--- src/rtl/aes_stream_adapter_pkg.sv ---
// Shared types and constants for the AES stream adapter and the control FSM
// that consumes its completion flags.
package aes_stream_adapter_pkg;

   localparam int unsigned AES_WORD_W  = 32;
   localparam int unsigned AES_BLOCK_W = 128;
   localparam int unsigned AES_CNT_W   = 16;

   typedef enum logic [2:0] {
      IDLE,
      GATHER,
      OFFER,
      WAIT_RES,
      SCATTER,
      DONE
   } aes_adapt_state_t;

   // Completion flags as seen by the AES control FSM.
   typedef struct packed {
      logic                 done;
      logic [AES_CNT_W-1:0] blocks_done;
   } flags_engine_t;

endpackage

--- src/rtl/aes_stream_adapter.sv ---
// Gathers DW-bit plaintext words into BW-bit blocks for the cipher core and
// serialises each ciphertext block back into DW-bit words, one block in flight.
module aes_stream_adapter
   import aes_stream_adapter_pkg::*;
#(
   parameter int unsigned DW    = AES_WORD_W,
   parameter int unsigned BW    = AES_BLOCK_W,
   parameter int unsigned CNT_W = AES_CNT_W
) (
   input  logic             clk,
   input  logic             reset,
   input  logic             clear,
   input  logic             enable,
   input  logic             start,
   input  logic [CNT_W-1:0] nblocks,
   input  logic             pt_valid,
   output logic             pt_ready,
   input  logic [DW-1:0]    pt_data,
   output logic             core_in_valid,
   input  logic             core_in_ready,
   output logic [BW-1:0]    core_in_data,
   input  logic             core_out_valid,
   output logic             core_out_ready,
   input  logic [BW-1:0]    core_out_data,
   output logic             ct_valid,
   input  logic             ct_ready,
   output logic [DW-1:0]    ct_data,
   output logic             busy,
   output logic             done,
   output logic [CNT_W-1:0] blocks_done
);

   localparam int unsigned NWORDS = BW / DW;
   localparam int unsigned WCW    = (NWORDS > 1) ? $clog2(NWORDS) : 1;
   localparam logic [WCW-1:0] LAST_WORD = WCW'(NWORDS - 1);

   aes_adapt_state_t state, state_next;

   // Ascending packed range puts word 0 in the most significant slot.
   logic [0:NWORDS-1][DW-1:0] gather_buf;
   logic [0:NWORDS-1][DW-1:0] scatter_buf;

   logic [WCW-1:0]   word_cnt;
   logic [WCW-1:0]   word_next;
   logic [CNT_W-1:0] nblocks_q;
   logic [CNT_W-1:0] blocks_q;
   logic [CNT_W-1:0] blocks_inc;

   logic start_go;
   logic pt_fire;
   logic out_fire;
   logic ct_fire;
   logic last_word;
   logic last_block;

   assign last_word  = (word_cnt == LAST_WORD);
   assign word_next  = last_word ? '0 : word_cnt + WCW'(1);
   assign blocks_inc = blocks_q + CNT_W'(1);
   assign last_block = (blocks_inc == nblocks_q);

   assign start_go = (state == IDLE) & enable & start;
   assign pt_fire  = pt_ready & pt_valid;
   assign out_fire = core_out_ready & core_out_valid;
   assign ct_fire  = ct_valid & ct_ready;

   assign core_in_data = gather_buf;
   assign ct_data      = scatter_buf[word_cnt];
   assign blocks_done  = blocks_q;

   always_ff @(posedge clk or posedge reset) begin
      if (reset) begin
         state <= IDLE;
      end else if (clear) begin
         state <= IDLE;
      end else begin
         state <= state_next;
      end
   end

   always_comb begin
      state_next = state;
      if (enable) begin
         case (state)
            IDLE:     if (start) state_next = (nblocks == '0) ? DONE : GATHER;
            GATHER:   if (pt_valid && last_word) state_next = OFFER;
            OFFER:    if (core_in_ready) state_next = WAIT_RES;
            WAIT_RES: if (core_out_valid) state_next = SCATTER;
            SCATTER:  if (ct_ready && last_word) state_next = last_block ? DONE : GATHER;
            DONE:     state_next = IDLE;
            default:  state_next = IDLE;
         endcase
      end
   end

   always_comb begin
      pt_ready       = 1'b0;
      core_in_valid  = 1'b0;
      core_out_ready = 1'b0;
      ct_valid       = 1'b0;
      done           = 1'b0;
      busy           = (state != IDLE);
      case (state)
         GATHER:   pt_ready       = enable;
         OFFER:    core_in_valid  = enable;
         WAIT_RES: core_out_ready = enable;
         SCATTER:  ct_valid       = enable;
         DONE:     done           = enable;
         default:  ;
      endcase
   end

   // word_cnt is shared by gather and scatter; the two never overlap.
   always_ff @(posedge clk or posedge reset) begin
      if (reset) begin
         gather_buf  <= '0;
         scatter_buf <= '0;
         word_cnt    <= '0;
         nblocks_q   <= '0;
         blocks_q    <= '0;
      end else if (clear) begin
         gather_buf  <= '0;
         scatter_buf <= '0;
         word_cnt    <= '0;
         nblocks_q   <= '0;
         blocks_q    <= '0;
      end else begin
         if (start_go) begin
            nblocks_q <= nblocks;
            blocks_q  <= '0;
            word_cnt  <= '0;
         end
         if (pt_fire) begin
            gather_buf[word_cnt] <= pt_data;
            word_cnt             <= word_next;
         end
         if (out_fire) begin
            scatter_buf <= core_out_data;
         end
         if (ct_fire) begin
            word_cnt <= word_next;
            if (last_word) begin
               blocks_q <= blocks_inc;
            end
         end
      end
   end

endmodule

--- config.mk ---
export PLATFORM = sky130hd
export DESIGN_NAME = aes_stream_adapter
export DESIGN_NICKNAME = d
export VERILOG_FILES = /design/src/rtl/aes_stream_adapter_pkg.sv /design/src/rtl/aes_stream_adapter.sv
export SDC_FILE = /design/constraint.sdc
export NUM_CORES = 1
export LEC_CHECK = 0
export BUFFER_PORTS_ARGS = -buffer_cell sky130_fd_sc_hd__clkbuf_2
export CORE_MARGIN = 10
export CORE_UTILIZATION = 31
export DETAILED_ROUTE_END_ITERATION = 12
export PLACE_DENSITY_LB_ADDON = 0.3
export SYNTH_ARGS = -nofsm -noshare
export SYNTH_HDL_FRONTEND = slang
export SYNTH_SLANG_ARGS = --single-unit
export TNS_END_PERCENT = 5
--- constraint.sdc ---
create_clock -name clk -period 11.6 [get_ports clk]
set_input_delay 1.16 -clock clk [delete_from_list [all_inputs] [get_ports clk]]
set_output_delay 1.16 -clock clk [all_outputs]
set_load 0.01 [all_outputs]
* Yosys cells after proc, flatten, opt, wreduce, memory -nomap -nowiden
Cells that the tools add are included.
Storage, ports and cells: flip-flop bits (word level) 293, logic and storage cells 82
Operators by class: add/sub/neg operators 2, order comparisons 2, equality and inequality tests 12, multiplexer cells 36, bitwise logic cells 6, reductions and logical operators 12
Operator list (number):
- $mux W128 | 4
- $bwmux W128 | 1
- $mux W16 | 6
- $mux W32 | 3
- $bmux W32 S2 | 1
- $demux W32 S2 | 1
- $mux W3 | 9
- $add A16 B1 Y16 const B | 1
- $eq A16 B16 Y1 | 1
- $logic_not A16 Y1 | 1
- $ne A3 B3 Y1 const B | 5
- $pmux W3 S5 | 1
- $mux W2 | 5
- $reduce_bool A2 Y1 | 4
- $eq A3 B2 Y1 const B | 2
- $eq A3 B3 Y1 const B | 2
- $reduce_and A6 Y1 | 1
- $and A1 B1 Y1 | 5
- $mux W1 | 5
- $reduce_bool A4 Y1 | 1
- $eq A3 B1 Y1 const B | 1
- $ge A3 B3 Y1 const B | 1
- $logic_and A1 B1 Y1 | 3
- $logic_not A3 Y1 | 1
- 5 further kinds | 5

* Longest topological paths before layout
depth after elaboration 8, mapped depth 9, gate-level depth less buffers 7

* Worst setup path before layout
Ideal clock, no wire load.
path kind reg-to-output, start register word_cnt[1], end output ct_data[10], arrival time 1.566 ns, required time 10.440 ns, setup slack 8.874 ns, cell stages (with the launch flop) 4, buffers on the path 2, cells stage by stage dfrtp_1 clkbuf_1 buf_2 mux4_2
Between the ends: longest elaborated chain between the ends 4
Ends and longest elaborated chain:
- start, declared | RTL line aes_stream_adapter.sv:43 | logic [WCW-1:0] word_cnt;
- start signal, assigned | RTL line aes_stream_adapter.sv:134 | word_cnt <= word_next;
- start signal, assigned | RTL line aes_stream_adapter.sv:140 | word_cnt <= word_next;
- $not A2 Y3 (not written as such) | RTL line aes_stream_adapter.sv:67 | assign ct_data = scatter_buf[word_cnt];
- $bmux W32 S2 | RTL line aes_stream_adapter.sv:67
- $mux W32 (not written as such) (2 in a row) | RTL line aes_stream_adapter.sv:67
- end, declared | RTL line aes_stream_adapter.sv:27 | output logic [DW-1:0] ct_data,
Every way passes these cells. The select of a mux whose other input is x is not followed.

* Worst setup path after layout
start register word_cnt[1], end output ct_data[3]
The elaborated chain is that of the path after synthesis.

==> parameters.txt <==
Parameter                              Value

Clock tree
  Clock edge transition at the registers on the reported setup and hold paths ... 60 ps
  Clock network latency to the later pin of the worst-skew pair ... 530 ps
  Clock tree from TritonCTS ... done
  Root buffer cell ... sky130_fd_sc_hd__clkbuf_16
  Total CTS buffers ... 36
  H-Tree Level Count ... 2
  Number of gates resized after cts ... 0
  Post-CTS setup buffer count ... 0
  Clk buf depth ... 3
  CTS Sinks ... 293
  Cts-stage hold buffer count ... 0

Placed design
  PortBufs ... 366
  Last weighted congestion value of the routability-driven placer ... 0.8200
  Dpl ws ... 8004 ps
  HPWL after detailed placement ... 30.71 mm
  Instance area at placement ... 0.01560 mm2

Yosys
  Post-synthesis sequential area ratio ... 0.5478
  Dominant cell type by area after synthesis ... sky130_fd_sc_hd__dfrtp_1
  Gate Count Post-Synth ... 1,456
  Total of warnings raised by yosys ... 0
  Synthesized netlist net count ... 1,646
  Ys flop type ... sky130_fd_sc_hd__dfrtp_1
  Asr flop ratio synth ... 1.000
  Number of storage elements in the synthesis netlist ... 293
  Fraction of post-synthesis cell area in the top cell type by area ... 0.5478
  Number of enable flip-flop cells after synthesis ... 0
  Post-synthesis instance area ... 0.01339 mm2
  Biggest area contributors in the synthesized netlist ... sky130_fd_sc_hd__dfrtp_1 (55%), sky130_fd_sc_hd__nand2_1 (15%), sky130_fd_sc_hd__a21oi_1 (10%)
  Syn avg cell area ... 9.193 um2
  Number of distinct library cells after synthesis ... 52
  Commonest cells in the synthesized netlist ... sky130_fd_sc_hd__nand2_1 (535), sky130_fd_sc_hd__dfrtp_1 (293), sky130_fd_sc_hd__a21oi_1 (272), sky130_fd_sc_hd__clkbuf_1 (58)
  Most numerous cell in the Yosys netlist ... sky130_fd_sc_hd__nand2_1

Power
  Leak pwr ... 7.758 nW
  Combinational group share of total power ... 0.048
  Proportion of power drawn by flip-flops and latches ... 0.442
  Switching power summed over all nets ... 526.2 uW
  Power density over the cells ... 138.5 mW/mm2
  Share of power burned in the clock network ... 0.509
  Int Pwr ... 1.809 mW
  Switching fraction of total power ... 0.2253
  Peak supply drop ... 0.08486 mV

Timing
  Fmax ... 0.2894 GHz
  Post-layout worst setup margin ... 8144 ps
  Final hold violations ... 0
  Largest clock skew in the final design ... 17.48 ps
  Final setup viols ... 0
  Max-Slew Margin vs Limit ... 0.2711
  Share of the cycle needed by the critical path after routing ... 0.2979
  Shortest clock period the worst path allows after layout ... 3456 ps
  Number of pins with negative max-slew slack in the final report ... 0
  Accumulated negative setup slack ... 0 ps
  Minimum hold slack ... 515.5 ps
  Actual slew at the worst max-slew pin ... 1093 ps
  Setup repair after global routing missed its margin ... false

Worst hold path
  HP Start ... scatter_buf[5]
  Type of the tightest min-delay check ... reg -> reg

Cells and area
  Final core utilization ... 0.3932
  Summed area of non-filler cells in the final layout ... 0.01686 mm2
  Layout filler cell count ... 4,356
  Post-synthesis to final-layout area growth ... 25.98%
  Fin nets ... 1,953
  Fraction of layout cells with a size suffix above 1 ... 0.2754

GRT
  Number of antenna violations at the first check in global routing ... 2
  Highest-utilization routing layer at the global route stage ... met2
  Vias in the first global route ... 11,870
  Met1 Track Usage GR ... 0.2172
  Largest net degree at the start of global routing ... 134
  Global Route met2 Usage ... 0.2691
  Residual overflow from global routing ... 0
  GRT Resource Usage Total ... 0.1666
  First-pass GRT wire length ... 69.97 mm
  Met3 usage ... 0.04294

Setup path
  Biggest fanout along the worst timing path ... 36
  Critical path endpoint category ... output port
  Worst reg2reg path startpoint ... state[2]
  Category of the critical setup timing path ... reg -> out
  Series of cell instances along the critical path ... buf_4, mux4_2, clkbuf_2
  Max stage delay cell, worst path ... sky130_fd_sc_hd__mux4_2
  Critical path origin ... word_cnt[1]
  Critical Path Max Stage Delay ... 640 ps
  Worst path arrival time ... 2300 ps
  Top Family by Delay on Critical Path ... buffers and inverters
  Critical path required time ... 10,440 ps
  Category of the worst setup path launch point ... register
  Buffers & Inverters on Critical Path ... 2

Detailed routing
  Average wire per cell in the routed design ... 18.64 um
  Vias per cell ... 4.940
  Iteration count of the initial detailed-routing pass ... 5
  Drc violations ... 0
  Drt initial violations ... 1,025
  Antenna Nets Post-Route ... 0
  Drt total wl ... 44.30 mm
  Via total after detailed routing ... 11,740

Die
  Floorplan Core Area ... 0.04289 mm2
  Die Area ... 0.05189 mm2
  Height of the die ... 227.8 um
  IO Pins ... 367
  Core Rows ... 76
  Starting density of the core ... 0.3121
  Die width ... 227.8 um

Job
  Max Cap Viol ... 0

Status
  Result of the run ... finished, final reports clean
## final timing paths
kind                                      to  slack (ps)  cells after the start
hold / removal                scatter_buf[5]         520                      2
hold reg to reg               scatter_buf[5]         520                      2
max in group asynchronous       nblocks_q[5]        8680                      4
setup reg to reg             scatter_buf[53]        8800                      6
setup / recovery                  ct_data[3]        8140                      3
min in group asynchronous  core_in_data[118]         670                      2
## through the flow
stage	power, mW	instances
final	2.336	2377
after global routing	2.426	2376
after CTS	2.372	2375
after detailed placement	1.167	2310
after global placement	1.166	2310
after floorplan	1.102	1456
## flip-flops by register name, indices dropped and copies added (netlist names)
name	cells
state	3
blocks_done	16
word_cnt	2
nblocks_q	16
core_in_data	128
scatter_buf	128
## placed cells by master (no fill, tap or decap), types with 3 or more instances in the layout
| cell | instances |
|---|---|
| sky130_fd_sc_hd__xor2_1 | 8 |
| sky130_fd_sc_hd__clkbuf_16 | 37 |
| sky130_fd_sc_hd__dfrtp_1 | 291 |
| sky130_fd_sc_hd__or3_1 | 4 |
| sky130_fd_sc_hd__clkbuf_1 | 9 |
| sky130_fd_sc_hd__mux2i_1 | 19 |
| sky130_fd_sc_hd__and3_1 | 10 |
| sky130_fd_sc_hd__and2_1 | 3 |
| sky130_fd_sc_hd__nand2_1 | 534 |
| sky130_fd_sc_hd__a31oi_1 | 8 |
| sky130_fd_sc_hd__mux4_2 | 32 |
| sky130_fd_sc_hd__nor2_1 | 51 |
| sky130_fd_sc_hd__nor3_1 | 7 |
| sky130_fd_sc_hd__xnor2_1 | 15 |
| sky130_fd_sc_hd__o21ai_0 | 8 |
| sky130_fd_sc_hd__bufinv_16 | 5 |
| sky130_fd_sc_hd__a21oi_1 | 272 |
| sky130_fd_sc_hd__nand4_1 | 4 |
| sky130_fd_sc_hd__inv_1 | 4 |
| sky130_fd_sc_hd__o22ai_1 | 3 |
| sky130_fd_sc_hd__a211oi_1 | 4 |
| sky130_fd_sc_hd__nor4_1 | 5 |
| sky130_fd_sc_hd__clkinvlp_4 | 3 |
| sky130_fd_sc_hd__ha_1 | 5 |
| sky130_fd_sc_hd__clkbuf_2 | 365 |
| sky130_fd_sc_hd__buf_4 | 19 |
| sky130_fd_sc_hd__clkbuf_8 | 8 |
| sky130_fd_sc_hd__nor2b_1 | 3 |
| sky130_fd_sc_hd__nand3_1 | 10 |
## layout make-up
type | instances | area [um2] | share of cell area
Multi-Input combinational cell | 1042 | 5525 | 0.3277
Sequential cell | 293 | 7335 | 0.4350
Timing Repair Buffer | 385 | 1983 | 0.1176
Inverter | 5 | 26.28 | 0.001558
Clock buffer | 53 | 1056 | 0.06263
Antenna cell | 2 | 5.005 | 0.0002968
Clock inverter | 12 | 200.2 | 0.01187
Tap cell | 585 | 732.0 | 0.04341
## metal layers
layer | up-vias | routed length, um
li1 | 5479 | -
met4 | 0 | 924
met5 | - | 0
met2 | 416 | 21320
met1 | 5784 | 18890
met3 | 63 | 3169
## power by group through the flow
stage	sequential [mW]	combinational, mW	clock [mW]
after floorplan	1.05	0.0523	0
after global placement	1.05	0.115	0
after detailed placement	1.05	0.115	0
after CTS	1.03	0.116	1.22
after global routing	1.03	0.126	1.27
final	1.03	0.113	1.19
## worst register-to-register path, cell delays in order (launching register included)
cell	delay [ps]
sky130_fd_sc_hd__dfrtp_1	490
sky130_fd_sc_hd__nor2b_1	290
sky130_fd_sc_hd__and3_1	330
sky130_fd_sc_hd__and2_4	390
sky130_fd_sc_hd__buf_4	820
sky130_fd_sc_hd__nand2_1	220
sky130_fd_sc_hd__a21oi_1	170
## cells by family after synthesis
kind of cell               after synthesis  synth area share
adders and majority gates                5          0.004674
muxes                                   53           0.06973
xor gates and xnor gates                23           0.01505
buffers and inverters                  121           0.04019
DFF                                    293            0.5478
AOI/OAI and AO/OA                      304            0.1181
and+or+nand+nor                        657            0.2045
Power figures use the tool's default switching activity.
